===== config.mk =====
export PLATFORM = sky130hd
export DESIGN_NAME = hamming_enc_seq
export DESIGN_NICKNAME = d
export VERILOG_FILES = /design/src/rtl/hamming_enc_seq.sv
export SDC_FILE = /design/constraint.sdc
export NUM_CORES = 1
export LEC_CHECK = 0
export CELL_PAD_IN_SITES_DETAIL_PLACEMENT = 1
export CELL_PAD_IN_SITES_GLOBAL_PLACEMENT = 2
export CORE_AREA = 2 2 69 71
export CTS_CLUSTER_DIAMETER = 100
export DETAILED_ROUTE_END_ITERATION = 10
export DIE_AREA = 0 0 71 73
export PLACE_DENSITY_LB_ADDON = 0.1
export SLEW_MARGIN = 20
export SYNTH_ARGS = -nofsm -noshare
export SYNTH_HDL_FRONTEND = slang
export SYNTH_SLANG_ARGS = --single-unit
export TNS_END_PERCENT = 50

===== constraint.sdc =====
create_clock -name Clk -period 5.7 [get_ports Clk]
set_input_delay 1.425 -clock Clk [delete_from_list [all_inputs] [get_ports Clk]]
set_output_delay 1.425 -clock Clk [all_outputs]
set_load 0.02 [all_outputs]

===== src/rtl/hamming_enc_seq.sv =====
// Hamming (16,11) SECDED encode sequencer: reads NUM_MSG byte-pair messages, writes encoded words back.
// Optional macro HAMMING_ENC_SEQ_BADIN_EN adds Bad_cnt, a count of messages with nonzero unused high bits.
module hamming_enc_seq #(
    parameter int NUM_MSG  = 15,
    parameter int SRC_BASE = 0,
    parameter int DST_BASE = 30,
    parameter int AW       = 8
) (
    input  logic          Clk,
    input  logic          Reset,
    input  logic          Start,
    output logic          Busy,
    output logic          Done,
    output logic [AW-1:0] Mem_addr,
    input  logic [7:0]    Mem_rdata,
    output logic          Mem_we,
    output logic [7:0]    Mem_wdata
`ifdef HAMMING_ENC_SEQ_BADIN_EN
    ,
    output logic [3:0]    Bad_cnt
`endif
);

    typedef enum logic [2:0] {
        S_IDLE,
        S_RD_LO,
        S_RD_HI,
        S_WR_LO,
        S_WR_HI,
        S_DONE
    } state_e;

    state_e      state_q, state_d;
    logic [6:0]  idx_q, idx_d;
    logic [11:1] d_q, d_d;
    logic [15:0] enc;
    logic        start_ok;
    logic        last_msg;

    function automatic logic [15:0] encode(input logic [11:1] d);
        logic p8, p4, p2, p1, p0;
        p8 = ^d[11:5];
        p4 = (^d[11:8]) ^ (^d[4:2]);
        p2 = d[11] ^ d[10] ^ d[7] ^ d[6] ^ d[4] ^ d[3] ^ d[1];
        p1 = d[11] ^ d[9] ^ d[7] ^ d[5] ^ d[4] ^ d[2] ^ d[1];
        p0 = (^d[11:1]) ^ p8 ^ p4 ^ p2 ^ p1;
        return {d[11:5], p8, d[4:2], p4, d[1], p2, p1, p0};
    endfunction

    assign enc      = encode(d_q);
    assign start_ok = Start && (state_q == S_IDLE || state_q == S_DONE);
    assign last_msg = (idx_q == 7'(NUM_MSG - 1));

    // NOTE: every variable driven here gets a default first, so no path leaves it unassigned (no latch).
    always_comb begin
        state_d = state_q;
        idx_d   = idx_q;
        d_d     = d_q;
        unique case (state_q)
            S_IDLE, S_DONE: begin
                if (Start) begin
                    state_d = S_RD_LO;
                    idx_d   = '0;
                end
            end
            S_RD_LO: begin
                d_d[8:1] = Mem_rdata;
                state_d  = S_RD_HI;
            end
            S_RD_HI: begin
                d_d[11:9] = Mem_rdata[2:0];
                state_d   = S_WR_LO;
            end
            S_WR_LO: state_d = S_WR_HI;
            S_WR_HI: begin
                if (last_msg) begin
                    state_d = S_DONE;
                end else begin
                    idx_d   = idx_q + 7'd1;
                    state_d = S_RD_LO;
                end
            end
            default: state_d = S_IDLE;
        endcase
    end

    // Memory-side outputs depend only on registered state, so Start never reaches them combinationally.
    always_comb begin
        Busy      = 1'b0;
        Done      = 1'b0;
        Mem_addr  = '0;
        Mem_we    = 1'b0;
        Mem_wdata = '0;
        unique case (state_q)
            S_RD_LO: begin
                Busy     = 1'b1;
                Mem_addr = AW'(SRC_BASE + 2 * int'(idx_q));
            end
            S_RD_HI: begin
                Busy     = 1'b1;
                Mem_addr = AW'(SRC_BASE + 2 * int'(idx_q) + 1);
            end
            S_WR_LO: begin
                Busy      = 1'b1;
                Mem_addr  = AW'(DST_BASE + 2 * int'(idx_q));
                Mem_we    = 1'b1;
                Mem_wdata = enc[7:0];
            end
            S_WR_HI: begin
                Busy      = 1'b1;
                Mem_addr  = AW'(DST_BASE + 2 * int'(idx_q) + 1);
                Mem_we    = 1'b1;
                Mem_wdata = enc[15:8];
            end
            S_DONE:  Done = 1'b1;
            default: ;
        endcase
    end

    // NOTE: sequential state uses non-blocking assignments so all registers update from pre-edge values.
    always_ff @(posedge Clk or posedge Reset) begin
        if (Reset) begin
            state_q <= S_IDLE;
            idx_q   <= '0;
            d_q     <= '0;
        end else begin
            state_q <= state_d;
            idx_q   <= idx_d;
            d_q     <= d_d;
        end
    end

`ifdef HAMMING_ENC_SEQ_BADIN_EN
    logic [3:0] bad_q, bad_d;

    always_comb begin
        bad_d = bad_q;
        if (start_ok) begin
            bad_d = '0;
        end else if (state_q == S_RD_HI && |Mem_rdata[7:3] && bad_q != 4'hF) begin
            bad_d = bad_q + 4'd1;
        end
    end

    always_ff @(posedge Clk or posedge Reset) begin
        if (Reset) begin
            bad_q <= '0;
        end else begin
            bad_q <= bad_d;
        end
    end

    assign Bad_cnt = bad_q;
`else
    logic unused_rdata_hi;
    logic unused_start_ok;
    assign unused_rdata_hi = ^Mem_rdata[7:3];
    assign unused_start_ok = start_ok;
`endif

endmodule


==> impl_metrics.py <==
metrics = {
    "run_status": {
        "outcome": "finished, final reports clean",
    },
    "yosys": {
        "synthCells": 153,
        "ys_async_sr_fraction_pct": 100,
        "syn_avg_cell_area_sq_um": 9.67,
        "yosysSeqAreaShare_pct": 35.5,
        "netlist_area_sq_mm": 0.00148,
        "synth.ff_latch_count": 21,
        "synth_edf_count": 0,
        "syn_nets": 167,
        "synth_warnings": 0,
        "synth.distinct_cells": 38,
        "ys.flop_type": "dfrtp_1",
    },
    "grt": {
        "grt_max_degree": 22,
        "antenna_found_initial": 0,
        "grt.overflow.total": 0,
        "grt_usage_pct": 15.4,
        "grt_pass1_vias": 1318,
        "grt_pass1_wl_microns": 6380,
    },
    "setup_path": {
        "cp_data_required_time_ns": 4.28,
        "path_common_cell": "xnor3_1",
        "worst_setup_path_end_kind": "output port",
        "critPathKind": "reg -> out",
        "r2r-start": "idx_q[0]",
        "arrival_ns": 2.61,
        "startpoint": "d_q[11]",
        "cp_max_fo": 4,
        "critPathLaunchType": "flop",
        "path_cells": "xnor2_1 > xnor3_1 > xnor3_1 > o22ai_1 > clkdlybuf4s50_1",
        "cp_slowest_cell": "clkdlybuf4s50_1",
        "slowest_delay_ns": 0.63,
    },
    "sta": {
        "slew_headroom_pct": 46.1,
        "min_period_over_period_pct": 70.9,
        "rsz0062_at_grt": "false",
        "holdWs_ns": 0.589,
        "fin_skew_ns": 0.00236,
        "setup_viol": 0,
        "period_minus_slack_ns": 4.04,
        "worst_pin_slew_ns": 0.807,
        "slew_violations": 0,
        "hold_viol": 0,
        "fmax_mhz": 248,
        "fin_tns_setup_ns": 0,
    },
    "place": {
        "place_congestion": 0.777,
        "dpl.hpwl_microns": 2820,
        "numPortBuffers": 29,
    },
    "final_layout": {
        "nNetsFinal": 193,
        "area_growth_pct": 25.0,
        "layout_common_cells": "29 x clkdlybuf4s50_1, 21 x dfrtp_1, 14 x o21ai_0",
        "antenna_cells": 0,
        "drive_gt1_share_pct": 12.4,
        "layout_commonest_cell": "clkdlybuf4s50_1",
    },
    "clocking": {
        "cts_htree_levels": 1,
        "cts_hold_buffers": 0,
        "cts-buffers-inserted": 3,
        "cts_num_sinks": 21,
        "cts_tree": "yes",
        "post_cts_buffers": 0,
        "postCtsResizedCells": 0,
        "cts.reportedPaths.clkPinSlew_ns": 0.08,
        "clockBufferDepth": 2,
        "cts-root-buf": "clkbuf_8",
        "insertion_delay_ns": 0.25,
    },
    "power_and_ir_drop": {
        "leakage_nw": 0.767,
        "peakVddDrop_uv": 310,
        "p_per_area_mw_per_mm2": 752,
    },
    "job": {
        "cap_viol_max_count": 0,
    },
    "routing": {
        "drt-vias-per-instance": 5.21,
        "drt_wl_total_microns": 3660,
        "drt_iter0_markers": 11,
        "dr_total_vias": 1208,
        "wl_per_cell_microns": 15.8,
        "ant_nets": 0,
        "drc_errors": 0,
        "detail_route.first_pass.iterations": 4,
    },
    "worst_hold_path": {
        "hold_path.class": "reg -> reg",
        "hold_start": "d_q[6]",
    },
    "floorplan": {
        "die_h_microns": 73,
        "chipWidth_microns": 71,
        "rows": 25,
        "die_area_sq_mm": 0.00518,
        "core-area_sq_mm": 0.00454,
        "pin_count": 30,
        "start_util_pct": 32.6,
    },
}
## synthesized netlist by cell type (2+ instances only)
| master | number | area [sq um] |
|---|---|---|
| a21oi_1 | 11 | 55.1 |
| a22o_1 | 6 | 52.6 |
| a31oi_1 | 3 | 18.8 |
| buf_2 | 5 | 25.0 |
| clkbuf_1 | 4 | 15.0 |
| dfrtp_1 | 21 | 526 |
| ha_1 | 3 | 37.5 |
| inv_1 | 7 | 26.3 |
| mux2_2 | 11 | 124 |
| nand2_1 | 11 | 41.3 |
| nand2b_1 | 3 | 18.8 |
| nand3_1 | 2 | 10.0 |
| nand4_1 | 2 | 12.5 |
| nor2_1 | 11 | 41.3 |
| nor3b_1 | 2 | 15.0 |
| o21ai_0 | 14 | 70.1 |
| o22ai_1 | 2 | 12.5 |
| o31ai_1 | 2 | 15.0 |
| xnor2_1 | 10 | 87.6 |
| xnor3_1 | 2 | 45.0 |
| xnor3_4 | 2 | 52.6 |
| xor2_1 | 3 | 26.3 |
## path summary, 6_finish.rpt
path	end	slack, ns	cells past startpoint
setup / recovery	Mem_wdata[0]	1.66	5
hold / removal	d_q[6]	0.59	1
hold reg to reg	d_q[6]	0.59	1
min in group asynchronous	d_q[9]	1.62	2
setup reg to reg	idx_q[0]	3.80	6
max in group asynchronous	state_q[0]	3.58	2
## cells by family after synthesis
logic type,after synthesis,synth area share [%]
fa+ha+maj,3,2.54
flops,21,35.5
buf+inv,16,4.48
mux,12,9.04
xor+xnor,18,15.9
compound gates,45,19.2
simple gates,38,13.4
## per-layer routing
layer / routed length (microns) / up-vias / global-route usage (%)
li1: - / 596 / -
met3: 95 / 2 / 2.21
met2: 1780 / 19 / 27.3
met1: 1760 / 591 / 19.8
met5: 0 / - / 0
met4: 25 / 0 / 3.77
## metrics by stage
step           total power [mW]  cell area, sq um  worst slack (ns)  cells  utilization (%)
3_5_place_dp               1.31              1810              1.92    228             39.8
6_report                   1.39              1850              1.66    232             40.8
3_3_place_gp               1.30              1810              1.98    228             39.8
5_1_grt                    1.50              1850              1.51    232             40.8
4_1_cts                    1.41              1850              1.63    232             40.8
2_1_floorplan              1.02              1480              2.48    153                -
## report_power, final
| group | internal [mW] | leakage [nW] | switching, mW | total, mW |
|---|---|---|---|---|
| clock network | 0.0496 | 0.0228 | 0.0457 | 0.0954 |
| registers | 0.205 | 0.265 | 0.0894 | 0.295 |
| logic | 0.571 | 0.479 | 0.431 | 1.00 |
## layout make-up
class	count	area [sq um]
Clock buffer	4	45.0
Sequential cell	21	526
Inverter	7	26.3
Multi-Input combinational cell	116	888
Timing Repair Buffer	30	298
Fill cell	522	2690
Tap cell	54	67.6
## flip-flops by register name, summed over array words and instances, names as in the netlist
| signal | flops |
|---|---|
| d_q | 11 |
| idx_q | 7 |
| state_q | 3 |
## worst max-delay path, delay by kind of cell, from the launching register on
family                    cells  cell delay [ns]
xor gates and xnor gates      3             1.13
AOI/OAI and AO/OA             1             0.17
DFF                           1             0.44
buffers and inverters         1             0.63
Power figures use the tool's default switching activity.
==> variant, RTL diff (config.mk and constraints unchanged) <==
`AW`: 8 -> 9.
--- a/src/rtl/hamming_enc_seq.sv
+++ b/src/rtl/hamming_enc_seq.sv
@@ -5,5 +5,5 @@
     parameter int SRC_BASE = 0,
     parameter int DST_BASE = 30,
-    parameter int AW       = 8
+    parameter int AW       = 9
 ) (
     input  logic          Clk,
Ports: changed (resized Mem_addr); port bits go from 30 to 31. The function was not compared with the original's and may differ.
==> variant against the unedited design <==
- setup slack improved by 0.013 ns
- total power increased by 0.44%
- count of clock-buffer cells in the layout down 1
- core utilization increased by 1.6 points
- routed wire length up 5.6%
- die area unchanged
- synthesized area grew 5.3%
- global-route usage up 0.86 points
- cell area up 3.9%
- sequential cell count is the same
- non-clock buffer count unchanged
- maximum frequency grew 0.32%
- highest routed layer unchanged
==> variant: results <==
[outcome]
status = "complete, no violations"

[synth]
synth_area_leaders = "dfrtp_1 34%, xnor2_1 11%, mux2_2 8.7%, xnor2_2 5.2%, o21ai_0 5.1%"
netlist_instances = 156
syn_nets = 170
ys_top_cells_by_count = "21 x dfrtp_1, 19 x xnor2_1, 16 x nor2_1, 16 x o21ai_0, 12 x mux2_2"
async_flop_share_pct = 100
synth_cell_type_count = 40
yosys_warnings = 0
yosysSeqAreaShare_pct = 33.7

[cts]
cts_buffer_depth = 2
clk_latency_ns = 0.26
path_clk_slew_ns = 0.08
post_cts_resized = 0
htree_num_levels = 1
cts_buffers = 3
root_buffer = "clkbuf_8"
cts_post_setup_buffers_inserted = 0

[power]
peakVddDrop_uv = 226
power.leakage_nw = 0.743

[layout]
fin_nets = 198
num_antenna_cells = 0
fillers = 520
top_regs = "d_q: 11 flops, idx_q: 7 flops, state_q: 3 flops"
stdcell_count = 237
layout-drive-gt1-share_pct = 18.6

[timing]
finClkSkew_ns = 0.00177
relSlewSlack_pct = 44.1
finalHoldViolations = 0

[worst_hold_path]
hp-class = "reg -> reg"
hold_depth = 1

[detailed_routing]
wirelength_um = 3870
drt_iter0_markers = 41
routed_via_density = 5.09
first_pass_iters = 4

[grt]
grt_util_met3_pct = 2.90
grtUsageTotal_pct = 16.3
met1_usage_pct = 20.8
grt_pass1_vias = 1289
met2_usage_pct = 27.5
antenna_found_initial = 0
grt_pass1_wl_um = 6510
grt_max_degree = 22

[critical_path]
r2r_cells = 7
critical_path_peak_fanout = 10

[placement]
place_inst = 233
dpl.hpwl_um = 2990
globalplace.congestion = 0.765
portBuffers = 30
## variant: cell types whose count changed after synthesis, moves of 3 or more
cell	change
a21oi_1	-5
inv_1	-4
nor2_1	+5
buf_2	-4
a31oi_1	-3
a22o_1	-3
clkbuf_1	-3
xnor2_2	+5
buf_4	+4
xnor2_1	+9
## variant: power breakdown
group | internal, mW | total, mW | switching (mW)
sequential | 0.205 | 0.313 | 0.109
clock | 0.0488 | 0.103 | 0.0538
combinational | 0.506 | 0.982 | 0.476
## variant: cells by family after synthesis
family                     synth area share, %
AOI/OAI and AO/OA                         14.8
DFF                                       33.7
and+or+nand+nor                           17.5
adders and majority gates                 2.41
muxes                                     9.63
buffers and inverters                     4.41
xor gates and xnor gates                  17.6
## variant: worst paths after layout
path / to / slack (ns) / start
max: Mem_addr[6] / 1.67 / state_q[2]
min: d_q[8] / 0.58 / d_q[8]
max reg2reg: idx_q[5] / 3.66 / idx_q[0]
min reg2reg: d_q[8] / 0.58 / d_q[8]
max in group asynchronous: state_q[1] / 3.56 / Reset
min in group asynchronous: idx_q[5] / 1.62 / Reset
## variant: critical path, stage by stage (launching register included)
cell and delay (ns):
dfrtp_1 0.63, nor3b_4 0.54, nor2_4 0.15, inv_2 0.13
nand3_1 0.09, o21ai_0 0.18, clkdlybuf4s50_1 0.63
## variant: layout make-up
| class | instances | share of cell area (%) |
|---|---|---|
| Clock buffer | 3 | 2.15 |
| Multi-Input combinational cell | 123 | 50.2 |
| Sequential cell | 21 | 27.3 |
| Inverter | 5 | 0.976 |
| Timing Repair Buffer | 30 | 15.6 |
| Tap cell | 54 | 3.51 |
| Clock inverter | 1 | 0.260 |
## variant: per-stage QoR
stage | setup slack [ns] | total power [mW] | utilization [%] | area, um2
3_3_place_gp | 2.03 | 1.29 | 41.4 | 1880
2_1_floorplan | 2.53 | 1.04 | - | 1560
5_1_grt | 1.43 | 1.51 | 42.4 | 1920
4_1_cts | 1.64 | 1.42 | 42.4 | 1920
3_5_place_dp | 1.95 | 1.31 | 41.4 | 1880
6_report | 1.67 | 1.40 | 42.4 | 1920
## variant: routing by layer
layer  vias up  part of all wire (%)
li1        592                     -
met1       594                    48
met2        16                    49
met3         5                   2.5
met4         0                   1.2
met5         -                     0
